--- config.mk ---
export PLATFORM = sky130hd
export DESIGN_NAME = fifo_frame_reader
export DESIGN_NICKNAME = d
export VERILOG_FILES = /design/src/rtl/fifo_frame_reader.sv
export SDC_FILE = /design/constraint.sdc
export NUM_CORES = 1
export LEC_CHECK = 0
export ABC_AREA = 1
export CAP_MARGIN = 0
export CORE_UTILIZATION = 65
export CTS_CLUSTER_DIAMETER = 80
export CTS_CLUSTER_SIZE = 25
export DETAILED_ROUTE_END_ITERATION = 7
export DONT_BUFFER_PORTS = 1
export PLACE_DENSITY = 0.91
export SKIP_LAST_GASP = 1
export SLEW_MARGIN = 25
export SYNTH_ARGS = -nofsm -noshare
export SYNTH_HDL_FRONTEND = slang
export SYNTH_SLANG_ARGS = --single-unit
--- constraint.sdc ---
create_clock -name clk -period 5.3 [get_ports clk]
set_input_delay 0.795 -clock clk [delete_from_list [all_inputs] [get_ports clk]]
set_output_delay 0.795 -clock clk [all_outputs]
set_load 0.1 [all_outputs]
--- src/rtl/fifo_frame_reader.sv ---
// Read-side sequencer for the sample FIFO: drains fixed-length frames through a
// 2-entry skid buffer onto a valid/ready stream with sof/eof markers.
module fifo_frame_reader #(
    parameter int DATA_WIDTH = 16,
    parameter int FRAME_LEN  = 1024,
    parameter int LEN_WIDTH  = 10
) (
    input  logic                  clk,
    input  logic                  rst_n,
    input  logic                  cfg_en,
    input  logic                  cfg_continuous,
    input  logic                  start,
    output logic                  fifo_rd_en,
    input  logic [DATA_WIDTH-1:0] fifo_rd_data,
    input  logic                  fifo_rd_empty,
    output logic [DATA_WIDTH-1:0] m_data,
    output logic                  m_valid,
    input  logic                  m_ready,
    output logic                  m_sof,
    output logic                  m_eof,
    output logic                  busy,
    output logic                  frame_done,
    output logic [15:0]           stall_cnt
);
    localparam logic [LEN_WIDTH:0]   FRAME_LEN_C = (LEN_WIDTH+1)'(FRAME_LEN);
    localparam logic [LEN_WIDTH-1:0] LAST_IDX    = LEN_WIDTH'(FRAME_LEN - 1);

    typedef enum logic {IDLE, RUN} state_t;
    state_t state, state_nxt;

    logic [LEN_WIDTH:0]    issue_cnt;
    logic [LEN_WIDTH-1:0]  out_cnt;
    logic [DATA_WIDTH-1:0] skid_mem [2];
    logic                  wr_ptr, rd_ptr, rd_vld;
    logic [1:0]            skid_cnt, occ;
    logic                  run, pop, last_pop, can_issue, start_frame;

    assign run         = (state == RUN);
    assign pop         = m_valid & m_ready;
    assign last_pop    = pop & m_eof;
    // Occupancy counts the read in flight plus buffered entries, net of this cycle's pop.
    assign occ         = skid_cnt + {1'b0, rd_vld} - {1'b0, pop};
    assign can_issue   = run && (issue_cnt < FRAME_LEN_C) && (occ < 2'd2);
    assign fifo_rd_en  = can_issue & ~fifo_rd_empty;
    assign start_frame = (state == IDLE) && cfg_en && (start || cfg_continuous);

    assign m_valid    = (skid_cnt != 2'd0);
    assign m_data     = skid_mem[rd_ptr];
    assign m_sof      = m_valid && (out_cnt == '0);
    assign m_eof      = m_valid && (out_cnt == LAST_IDX);
    assign frame_done = last_pop;

    always_ff @(posedge clk or negedge rst_n) begin
        if (!rst_n) state <= IDLE;
        else        state <= state_nxt;
    end

    always_comb begin
        state_nxt = state;
        case (state)
            IDLE:    if (start_frame) state_nxt = RUN;
            RUN:     if (last_pop && !(cfg_en && cfg_continuous)) state_nxt = IDLE;
            default: state_nxt = IDLE;
        endcase
    end

    always_comb begin
        busy = (state == RUN);
    end

    // Counters restart at frame entry and on every final accept, continuous or not.
    always_ff @(posedge clk or negedge rst_n) begin
        if (!rst_n) begin
            issue_cnt <= '0;
            out_cnt   <= '0;
        end else if (start_frame || last_pop) begin
            issue_cnt <= '0;
            out_cnt   <= '0;
        end else begin
            if (fifo_rd_en) issue_cnt <= issue_cnt + (LEN_WIDTH+1)'(1);
            if (pop)        out_cnt   <= out_cnt + LEN_WIDTH'(1);
        end
    end

    always_ff @(posedge clk or negedge rst_n) begin
        if (!rst_n) begin
            rd_vld      <= 1'b0;
            wr_ptr      <= 1'b0;
            rd_ptr      <= 1'b0;
            skid_cnt    <= 2'd0;
            skid_mem[0] <= '0;
            skid_mem[1] <= '0;
        end else begin
            rd_vld <= fifo_rd_en;
            if (rd_vld) begin
                skid_mem[wr_ptr] <= fifo_rd_data;
                wr_ptr           <= ~wr_ptr;
            end
            if (pop) rd_ptr <= ~rd_ptr;
            skid_cnt <= skid_cnt + {1'b0, rd_vld} - {1'b0, pop};
        end
    end

    always_ff @(posedge clk or negedge rst_n) begin
        if (!rst_n)
            stall_cnt <= '0;
        else if (can_issue && fifo_rd_empty && stall_cnt != 16'hFFFF)
            stall_cnt <= stall_cnt + 16'd1;
    end

endmodule

==> impl_metrics.ini <==
[status]
run_status = finished, final reports clean

[global_routing]
grt_antenna_before_repair = 0
grt_pass1_vias = 3111
grt_first_pass_wirelength_um = 13610
overflow = 0
grt_max_degree = 76
grt_usage = 0.2734

[placement]
dpl.hpwl_um = 5630
dp.cells = 594
numPortBuffers = 0
gp_congestion = 0.9063

[logic_synthesis]
ys_warn_count = 0
avgSynthCellArea_um2 = 7.712
syn-num-nets = 560
seq_area_frac_synth = 0.4583
syn_area_um2 = 4095
ys_ff_latch = 75
synthDistinctLibCells = 29
syn_inst = 531

[drt]
wl_um = 8226
drt_iter0_drc = 185
avgViaCountPerCell = 5.484
ant_nets = 0
wl_met3_um = 579
wl_met2_um = 3913
dr.pass1.iters = 4
vias = 3345
met1Wirelength_um = 3538
top_layer_used = met4
drc = 0
routedWlPerCell_um = 13.49

[final_layout]
drive_gt1_frac = 0.1084
multi_input_area_um2 = 1872
regArea_um2 = 1877
fin_nets = 559
diodes = 0
n_fill_cell = 448
syn_to_final_growth_pct = 6.600
stdcell_count = 610

[die]
coreArea_um2 = 5991
die-height_um = 81.38
io_pins = 61
start_util = 0.6836
die_w_um = 81.38
rows = 28
die_area_um2 = 6622

[timing]
fmax_mhz = 297.4
hold_violations = 0
rsz0062_at_grt = no
setup_viol = 0
fin_tns_setup_ns = 0
slew_violations = 0
fin_crit_sh = 0.6345
slew-limit-headroom = 0.2927
skew_ns = 0.01274
min_period_ns = 3.363
worstMarginPinSlew_ns = 1.061

[setup_path]
required_ns = 4.51
crit_fanout = 11
worst-setup-path-type = in2out
cp-start-kind = primary input
critPathCaptureType = primary output
cp.arrival_ns = 2.57

[clock_tree]
cts_buffers = 9
cts.clk_slew.worst_paths_ns = 0.09
post-cts-setup-buffers = 0
cts-resized-gates = 0
clock_sinks = 75
holdBufCountCts = 0
cts-htree-levels = 3
ctsLongestPathBuffers = 2
cts_tree = yes
cts-root-buf = clkbuf_8
clock_latency_ns = 0.36

[worst_hold_path]
hold_path.class = in2async

[flow_run]
maxCapViolCount = 0
## per-layer routing
metal | up-vias | global-route usage
li1 | 1651 | -
met3 | 18 | 0.08090
met2 | 106 | 0.4450
met5 | - | 0
met4 | 0 | 0.1250
met1 | 1570 | 0.3336
## worst max-delay path, stage by stage
cell     delay [ns]
inv_1          0.03
nor2_1         0.22
ha_1           0.28
inv_1          0.05
ha_1           0.16
nand2_1        0.10
nand2_1        0.08
nand2_1        0.09
nand2_4        0.13
nand3_4        0.13
inv_2          0.48
## Yosys cell counts
library cell / number / share of area
nand3_1: 23 / 0.028
clkinv_2: 1 / 0.0012
buf_8: 1 / 0.0037
a21oi_1: 4 / 0.0049
inv_1: 68 / 0.062
nand3_4: 2 / 0.0086
inv_2: 3 / 0.0027
or2_1: 1 / 0.0015
nand3_2: 3 / 0.0073
nand2_2: 8 / 0.012
nand4_2: 1 / 0.0031
nor2_8: 1 / 0.0049
o21ai_2: 11 / 0.024
clkinv_1: 1 / 0.00092
nor3_1: 8 / 0.0098
nor2_1: 39 / 0.036
nor2_2: 5 / 0.0076
nand4_1: 16 / 0.024
ha_1: 6 / 0.018
o21ai_0: 36 / 0.044
clkbuf_1: 9 / 0.0082
buf_6: 2 / 0.0055
nand2_4: 3 / 0.0082
nor2_4: 2 / 0.0055
nor4_1: 1 / 0.0015
buf_2: 1 / 0.0012
nand2_1: 181 / 0.17
dfrtp_1: 75 / 0.46
xor2_1: 19 / 0.041
## placed cells by master, fill, tap and decap left out, types with 3 or more instances in the layout
cell,n
a21oi_1,4
clkbuf_8,9
dfrtp_1,75
ha_1,6
inv_1,68
inv_2,3
nand2_1,181
nand2_2,8
nand2_4,3
nand3_1,23
nand3_2,3
nand4_1,16
nor2_1,39
nor2_2,5
nor3_1,7
o21ai_0,36
o21ai_2,11
xor2_1,19
## layout make-up
| cell class | count | area share |
|---|---|---|
| well taps | 75 | 0.02150 |
| inverters | 73 | 0.06306 |
| multi-input cells | 370 | 0.4288 |
| clock buffers | 9 | 0.02837 |
| repair buffers | 1 | 0.005732 |
| flip-flops and latches | 75 | 0.4299 |
| clock inverters | 7 | 0.02264 |
## cells by family after synthesis
kind of cell,count (synthesis),synth area share
buf+inv,86,0.08585
fa+ha+maj,6,0.01833
xor+xnor,19,0.04064
simple gates,294,0.3245
compound gates,51,0.07241
flops,75,0.4583
## path summary, 6_finish.rpt
kind	cells past startpoint	end	startpoint	slack (ns)
worst max-delay path	11	fifo_rd_en	m_ready	1.94
worst min-delay path	0	skid_mem[1]$_DFFE_PN0P_	rst_n	0.12
worst max register to register	14	issue_cnt[3]$_DFFE_PN0P_	skid_cnt[1]$_DFF_PN0_	2.76
worst min register to register	2	skid_mem[1]$_DFFE_PN0P_	skid_mem[1]$_DFFE_PN0P_	0.49
max in group asynchronous	0	stall_cnt[14]$_DFFE_PN0P_	rst_n	5.07
min in group clk	2	skid_mem[1]$_DFFE_PN0P_	skid_mem[1]$_DFFE_PN0P_	0.49
## through the flow
stage | util | cell area, um2 | hold WS, ns | setup WS [ns]
after detailed placement | 0.6915 | 4143 | 0.4730 | 1.946
after CTS | 0.7287 | 4365 | 0.1068 | 1.931
after floorplan | - | 4095 | 0.4529 | 1.505
after global routing | 0.7287 | 4365 | 0.09816 | 1.805
final | 0.7287 | 4365 | 0.1162 | 1.937
after global placement | 0.6915 | 4143 | 0.4661 | 2.071
## sequential cells by signal, summed over array words and instances, names as in the netlist
name	flops
busy	1
issue_cnt	11
out_cnt	10
rd_ptr	1
rd_vld	1
skid_cnt	2
skid_mem	32
stall_cnt	16
wr_ptr	1
Power is not shown: default switching activity piles up to over one toggle a cycle in this logic, so the estimate is an artifact.
